## config.mk

```make
export PLATFORM = sky130hd
export DESIGN_NAME = load_store_unit_flat
export DESIGN_NICKNAME = d
export VERILOG_FILES = /design/src/rtl/lsu_mem_if.sv /design/src/rtl/load_store_unit.sv /design/src/flat_wrapper.sv
export SDC_FILE = /design/constraint.sdc
export NUM_CORES = 1
export LEC_CHECK = 0
export ABC_CLOCK_PERIOD_IN_PS = 1800
export BUFFER_PORTS_ARGS = -buffer_cell sky130_fd_sc_hd__buf_2
export CAP_MARGIN = 10
export CORE_MARGIN = 5
export CORE_UTILIZATION = 43
export DETAILED_ROUTE_END_ITERATION = 8
export GPL_TIMING_DRIVEN = 0
export PLACE_DENSITY = 0.78
export SYNTH_ARGS = -nofsm -noshare
export SYNTH_HDL_FRONTEND = slang
export SYNTH_SLANG_ARGS = --single-unit
```

## constraint.sdc

```tcl
create_clock -name clk -period 1.8 [get_ports clk]
set_input_delay 0.36 -clock clk [delete_from_list [all_inputs] [get_ports clk]]
set_output_delay 0.36 -clock clk [all_outputs]
set_load 0.01 [all_outputs]
```

## src/rtl/lsu_mem_if.sv

```systemverilog
// Data-memory request/acknowledge bus between the load/store unit
// and a handshaked data memory.
interface lsu_mem_if;
    logic        mem_req;
    logic        mem_we;
    logic [31:0] mem_addr;
    logic [3:0]  mem_be;
    logic [31:0] mem_wdata;
    logic [31:0] mem_rdata;
    logic        mem_ack;

    modport master (
        output mem_req,
        output mem_we,
        output mem_addr,
        output mem_be,
        output mem_wdata,
        input  mem_rdata,
        input  mem_ack
    );

    modport slave (
        input  mem_req,
        input  mem_we,
        input  mem_addr,
        input  mem_be,
        input  mem_wdata,
        output mem_rdata,
        output mem_ack
    );
endinterface

```

## src/rtl/load_store_unit.sv

```systemverilog
// Multi-cycle load/store stage: lane steering, extension, misalign check.
// Define LSU_TIMEOUT_EN to abort accesses that see no mem_ack in time.
module load_store_unit #(
    parameter int TIMEOUT_CYCLES = 255,
    parameter int CNT_W          = 8
) (
    input  logic        clk,
    input  logic        rst_n,
    input  logic        start,
    input  logic [2:0]  op,
    input  logic [31:0] addr,
    input  logic [31:0] wdata,
    output logic        busy,
    output logic        done,
    output logic        err,
    output logic [31:0] rdata,
    lsu_mem_if.master   mem
);

    localparam logic [2:0] OP_LW  = 3'd0;
    localparam logic [2:0] OP_LH  = 3'd1;
    localparam logic [2:0] OP_LHU = 3'd2;
    localparam logic [2:0] OP_LB  = 3'd3;
    localparam logic [2:0] OP_LBU = 3'd4;
    localparam logic [2:0] OP_SW  = 3'd5;
    localparam logic [2:0] OP_SH  = 3'd6;
    localparam logic [2:0] OP_SB  = 3'd7;

    if ((2 ** CNT_W) <= TIMEOUT_CYCLES) begin : g_cfg_err
        $error("CNT_W too narrow for TIMEOUT_CYCLES");
    end

    typedef enum logic [1:0] {
        S_IDLE,
        S_ACCESS,
        S_DONE
    } state_e;

    state_e      state_q, state_d;
    logic [2:0]  op_q, op_d;
    logic [1:0]  off_q, off_d;
    logic        busy_q, busy_d;
    logic        done_q, done_d;
    logic        err_q, err_d;
    logic [31:0] rdata_q, rdata_d;
    logic        mem_req_q, mem_req_d;
    logic        mem_we_q, mem_we_d;
    logic [31:0] mem_addr_q, mem_addr_d;
    logic [3:0]  mem_be_q, mem_be_d;
    logic [31:0] mem_wdata_q, mem_wdata_d;
`ifdef LSU_TIMEOUT_EN
    logic [CNT_W-1:0] cnt_q, cnt_d;
`endif

    logic        is_b, is_h, is_w, is_st, mis;
    logic [3:0]  be;
    logic [31:0] wrep;

    always_comb begin
        is_b = 1'b0;
        is_h = 1'b0;
        is_w = 1'b0;
        unique case (1'b1)
            (op == OP_LB), (op == OP_LBU), (op == OP_SB): is_b = 1'b1;
            (op == OP_LH), (op == OP_LHU), (op == OP_SH): is_h = 1'b1;
            (op == OP_LW), (op == OP_SW):                 is_w = 1'b1;
        endcase
        is_st = (op == OP_SW) || (op == OP_SH) || (op == OP_SB);
        mis   = (is_h && addr[0]) || (is_w && (addr[1:0] != 2'b00));
        be    = 4'b1111;
        wrep  = wdata;
        if (is_b) begin
            be   = 4'b0001 << addr[1:0];
            wrep = {4{wdata[7:0]}};
        end else if (is_h) begin
            be   = addr[1] ? 4'b1100 : 4'b0011;
            wrep = {2{wdata[15:0]}};
        end
    end

    logic [7:0]  b_sel;
    logic [15:0] h_sel;
    logic [31:0] ld_ext;

    // Extraction uses the latched op/offset; memory data is live only with ack.
    always_comb begin
        b_sel = mem.mem_rdata[{off_q, 3'b000} +: 8];
        h_sel = off_q[1] ? mem.mem_rdata[31:16] : mem.mem_rdata[15:0];
        unique case (op_q)
            OP_LB:   ld_ext = {{24{b_sel[7]}}, b_sel};
            OP_LBU:  ld_ext = {24'h0, b_sel};
            OP_LH:   ld_ext = {{16{h_sel[15]}}, h_sel};
            OP_LHU:  ld_ext = {16'h0, h_sel};
            default: ld_ext = mem.mem_rdata;
        endcase
    end

    always_comb begin
        state_d     = state_q;
        op_d        = op_q;
        off_d       = off_q;
        done_d      = 1'b0;
        err_d       = 1'b0;
        rdata_d     = rdata_q;
        mem_req_d   = mem_req_q;
        mem_we_d    = mem_we_q;
        mem_addr_d  = mem_addr_q;
        mem_be_d    = mem_be_q;
        mem_wdata_d = mem_wdata_q;
`ifdef LSU_TIMEOUT_EN
        cnt_d       = cnt_q;
`endif
        unique case (state_q)
            S_IDLE: begin
                if (start) begin
                    op_d        = op;
                    off_d       = addr[1:0];
                    mem_we_d    = is_st;
                    mem_addr_d  = {addr[31:2], 2'b00};
                    mem_be_d    = be;
                    mem_wdata_d = wrep;
`ifdef LSU_TIMEOUT_EN
                    cnt_d       = '0;
`endif
                    if (mis) begin
                        state_d = S_DONE;
                        done_d  = 1'b1;
                        err_d   = 1'b1;
                    end else begin
                        state_d   = S_ACCESS;
                        mem_req_d = 1'b1;
                    end
                end
            end
            S_ACCESS: begin
                if (mem.mem_ack) begin
                    state_d   = S_DONE;
                    done_d    = 1'b1;
                    mem_req_d = 1'b0;
                    if (!mem_we_q) begin
                        rdata_d = ld_ext;
                    end
                end
`ifdef LSU_TIMEOUT_EN
                else if (cnt_q == CNT_W'(TIMEOUT_CYCLES - 1)) begin
                    state_d   = S_DONE;
                    done_d    = 1'b1;
                    err_d     = 1'b1;
                    mem_req_d = 1'b0;
                end else begin
                    cnt_d = cnt_q + 1'b1;
                end
`endif
            end
            S_DONE: state_d = S_IDLE;
            default: begin
                state_d   = S_IDLE;
                mem_req_d = 1'b0;
            end
        endcase
        busy_d = (state_d != S_IDLE);
    end

    always_ff @(posedge clk or negedge rst_n) begin
        if (!rst_n) begin
            state_q     <= S_IDLE;
            op_q        <= '0;
            off_q       <= '0;
            busy_q      <= 1'b0;
            done_q      <= 1'b0;
            err_q       <= 1'b0;
            rdata_q     <= '0;
            mem_req_q   <= 1'b0;
            mem_we_q    <= 1'b0;
            mem_addr_q  <= '0;
            mem_be_q    <= '0;
            mem_wdata_q <= '0;
`ifdef LSU_TIMEOUT_EN
            cnt_q       <= '0;
`endif
        end else begin
            state_q     <= state_d;
            op_q        <= op_d;
            off_q       <= off_d;
            busy_q      <= busy_d;
            done_q      <= done_d;
            err_q       <= err_d;
            rdata_q     <= rdata_d;
            mem_req_q   <= mem_req_d;
            mem_we_q    <= mem_we_d;
            mem_addr_q  <= mem_addr_d;
            mem_be_q    <= mem_be_d;
            mem_wdata_q <= mem_wdata_d;
`ifdef LSU_TIMEOUT_EN
            cnt_q       <= cnt_d;
`endif
        end
    end

    assign busy          = busy_q;
    assign done          = done_q;
    assign err           = err_q;
    assign rdata         = rdata_q;
    assign mem.mem_req   = mem_req_q;
    assign mem.mem_we    = mem_we_q;
    assign mem.mem_addr  = mem_addr_q;
    assign mem.mem_be    = mem_be_q;
    assign mem.mem_wdata = mem_wdata_q;

endmodule

```

## src/flat_wrapper.sv

```systemverilog
// flat-port wrapper written by rule: the top's interface ports become plain ports
module load_store_unit_flat 
#(
    parameter int TIMEOUT_CYCLES = 255,
    parameter int CNT_W          = 8
)
  (clk, rst_n, start, op, addr, wdata, busy, done, err, rdata, mem_mem_req, mem_mem_we, mem_mem_addr, mem_mem_be, mem_mem_wdata, mem_mem_rdata, mem_mem_ack);
  lsu_mem_if mem_i ();
  input  logic clk;
  input  logic rst_n;
  input  logic start;
  input  logic [2:0] op;
  input  logic [31:0] addr;
  input  logic [31:0] wdata;
  output logic busy;
  output logic done;
  output logic err;
  output logic [31:0] rdata;
  output wire logic [$bits(mem_i.mem_req)-1:0] mem_mem_req;
  output wire logic [$bits(mem_i.mem_we)-1:0] mem_mem_we;
  output wire logic [$bits(mem_i.mem_addr)-1:0] mem_mem_addr;
  output wire logic [$bits(mem_i.mem_be)-1:0] mem_mem_be;
  output wire logic [$bits(mem_i.mem_wdata)-1:0] mem_mem_wdata;
  input wire logic [$bits(mem_i.mem_rdata)-1:0] mem_mem_rdata;
  input wire logic [$bits(mem_i.mem_ack)-1:0] mem_mem_ack;
  assign mem_mem_req = mem_i.mem_req;
  assign mem_mem_we = mem_i.mem_we;
  assign mem_mem_addr = mem_i.mem_addr;
  assign mem_mem_be = mem_i.mem_be;
  assign mem_mem_wdata = mem_i.mem_wdata;
  assign mem_i.mem_rdata = mem_mem_rdata;
  assign mem_i.mem_ack = mem_mem_ack;
  load_store_unit #(.TIMEOUT_CYCLES(TIMEOUT_CYCLES), .CNT_W(CNT_W)) u_core (.clk(clk), .rst_n(rst_n), .start(start), .op(op), .addr(addr), .wdata(wdata), .busy(busy), .done(done), .err(err), .rdata(rdata), .mem(mem_i));
endmodule
```

==> flow_summary.ini <==
[worst_setup_path]
crit_slowest_cell = dfrtp_2
critPathMaxStageDelay_ns = 0.47
worstSetupPathType = flop to flop
worstSetupStartpointType = flop
cp_max_fo = 7
cp_cell_sequence = nand2b_1 -> a2bb2o_1 -> and2_4 -> a222oi_1 -> a21oi_1
end_kind = flop
required_ns = 2.03
arrival_ns = 1.97
reg2regPathDepth = 5

[timing]
fin_skew_ns = 0.008313
min_period_over_period_pct = 96.88
finalMaxSlewViolations = 0
fmax_mhz = 573.5
setup_viol = 0
max_slew_margin_pct = 44.18
hold_viol = 0
worst_slack_ns = 0.05621
tightest_slew_ns = 0.8210
post-route-min-period_ns = 1.744

[route]
finalWirelength_mm = 15.26
dr.pass1.iters = 6
drc = 0
wire_per_inst_um = 16.77
dr_total_vias = 4723
vias_per_cell = 5.190
ant_nets = 0
drtIter0Drc = 435

[synth]
synth_area_um2 = 4985
synth_top_family_by_area = simple AND/OR/NAND/NOR gates
muxShareOfSynthArea_pct = 7.681
synth_top_area_share_pct = 55.22
synth.avg_cell_area_um2 = 9.231
synth_xor_area_share_pct = 0.5271
synth-compound-area-share_pct = 14.38
yosysSeqAreaShare_pct = 55.22
synth-edff-count = 0
yosys.area_share.simple_pct = 18.57
postSynth.asyncResetShare_pct = 100.0
synth-main-ff-cell = dfrtp_1
synth_fa_ha_area_share_pct = 0
yosys.area.top_type = dfrtp_1
synthCells = 540
yosys_warnings = 0
ys_types = 44
synth.area.top_cells = dfrtp_1 55%, nand2_1 13%, mux2i_1 5.8%
ys_seq_elements = 110

[layout]
nets = 865
area_delta_synth_final_pct = 33.18
fin_util_pct = 58.39
antenna_cells = 0
mostFrequentLayoutCell = buf_2
drive_above_1_share_pct = 35.59
final.fill_count = 1047
layout_common_cells = 210 x buf_2, 173 x nand2_1, 109 x dfrtp_1

[clock_tree]
htree_levels = 3
cts_buffer_depth = 2
cts_root_buf = clkbuf_16
clock-sinks = 110
path_clk_slew_ns = 0.07
cts.hold.buffers_added = 0
cts_tree = built
clock_latency_ns = 0.35
numCtsBuffers = 9

[placement]
place.gp.congestion = 0.8853
io_buffer_count = 203
dpl.hpwl_mm = 11.37
post-place-ws_ns = -0.4242

[floorplanning]
die_h_um = 117.7
die-area_um2 = 13850
ios = 208
die_w_um = 117.7
rows = 39
start_util_pct = 43.84
coreArea_um2 = 11370

[global_routing]
grt_pass1_wl_mm = 24.14
grt_use_total_pct = 21.37
grt_max_degree = 64
grt_pass1_vias = 4671
antenna_found_initial = 2
grt_overflow = 0

[min_path]
hold_class = input port to asynchronous set/reset pin

[power]
cellLeakagePower_nw = 3.515
ir_drop_v = 0.0008554
power_mw = 10.28
power_density_nw_per_um2 = 1548

[flow_run]
cap_violations = 0

[status]
status = finished, final reports clean
## per-stage QoR
stage	hold slack [ns]	std cells	area [um^2]	setup TNS, ns
final	0.03076	910	6639	0
after global routing	0.08104	910	6639	-0.1126
after CTS	0.04650	904	6548	0
after detailed placement	0.4228	888	6213	-12.95
after global placement	0.4534	887	6183	-115.33
after floorplan	0.06441	541	4989	0
## cells by family (layout without fill, tap and decap cells)
logic type / count (synthesis) / after routing
xor gates and xnor gates: 3 / 3
DFF: 110 / 110
other: 1 / 2
AOI/OAI and AO/OA: 120 / 120
muxes: 37 / 37
and+or+nand+nor: 228 / 228
buffers and inverters: 41 / 267
## final timing paths
check / start / end / slack (ns)
min: rst_n / u_core.rdata[12]$_DFFE_PN0P_ / 0.03
max: u_core.op_q[2]$_DFFE_PN0P_ / u_core.rdata[5]$_DFFE_PN0P_ / 0.06
max in group asynchronous: rst_n / u_core.op_q[2]$_DFFE_PN0P_ / 1.04
max reg2reg: u_core.op_q[2]$_DFFE_PN0P_ / u_core.rdata[5]$_DFFE_PN0P_ / 0.06
min reg2reg: u_core.mem.mem_addr[17]$_DFFE_PN0P_ / u_core.mem.mem_addr[17]$_DFFE_PN0P_ / 0.47
min in group clk: addr[13] / u_core.mem.mem_addr[13]$_DFFE_PN0P_ / 0.19
## routing by layer
layer  wire length [um]  global-route usage [%]
met1               6363                   26.75
met2               7003                   33.45
met3               1555                   8.938
met4                301                   7.240
met5                 38                       0
## report_power, final
part | total, mW | switching, mW | internal (mW)
clock | 1.90 | 0.924 | 0.979
combinational | 4.32 | 2.53 | 1.79
sequential | 4.05 | 0.570 | 3.48
## layout make-up
cell class	count	area (um^2)	area share, %
flip-flops and latches	110	2754	41.48
multi-input cells	390	2127	32.04
repair buffers	211	1099	16.55
clock buffers	11	242.7	3.656
plain buffers	34	180.2	2.714
well taps	143	178.9	2.695
clock inverters	5	35.03	0.5277
inverters	6	22.52	0.3392
## registers in the layout (all words and copies together), names as in the netlist
signal	flops
u_core.busy	1
u_core.done	1
u_core.err	1
u_core.mem.mem_addr	30
u_core.mem.mem_be	4
u_core.mem.mem_req	1
u_core.mem.mem_wdata	32
u_core.mem.mem_we	1
u_core.off_q	2
u_core.op_q	3
u_core.rdata	32
u_core.state_q	2
## synthesized netlist by cell type (4+ instances only)
library cell,instances
dfrtp_1,110
buf_2,9
a222oi_1,7
mux2i_1,29
a21oi_1,42
nor2_1,33
a21o_1,8
o22ai_1,11
o21ai_0,37
buf_1,4
nand2_1,174
mux2_2,7
nand2b_1,4
inv_1,5
clkbuf_1,19
## worst max-delay path: cells and delay by family, from the launching register on
family / cells / cell delay [ns]
AO/OA/AOI/OAI: 3 / 0.76
AND/OR/NAND/NOR: 2 / 0.39
flip-flops: 1 / 0.47
## what timing repair did
item | in CTS | in global routing
setup endpoints to repair | 72 | 78
gates resized for setup | 15 | 25
buffers inserted | 1 | 6
pin swaps | 2 | 6
(Power assumes the default switching activity.)
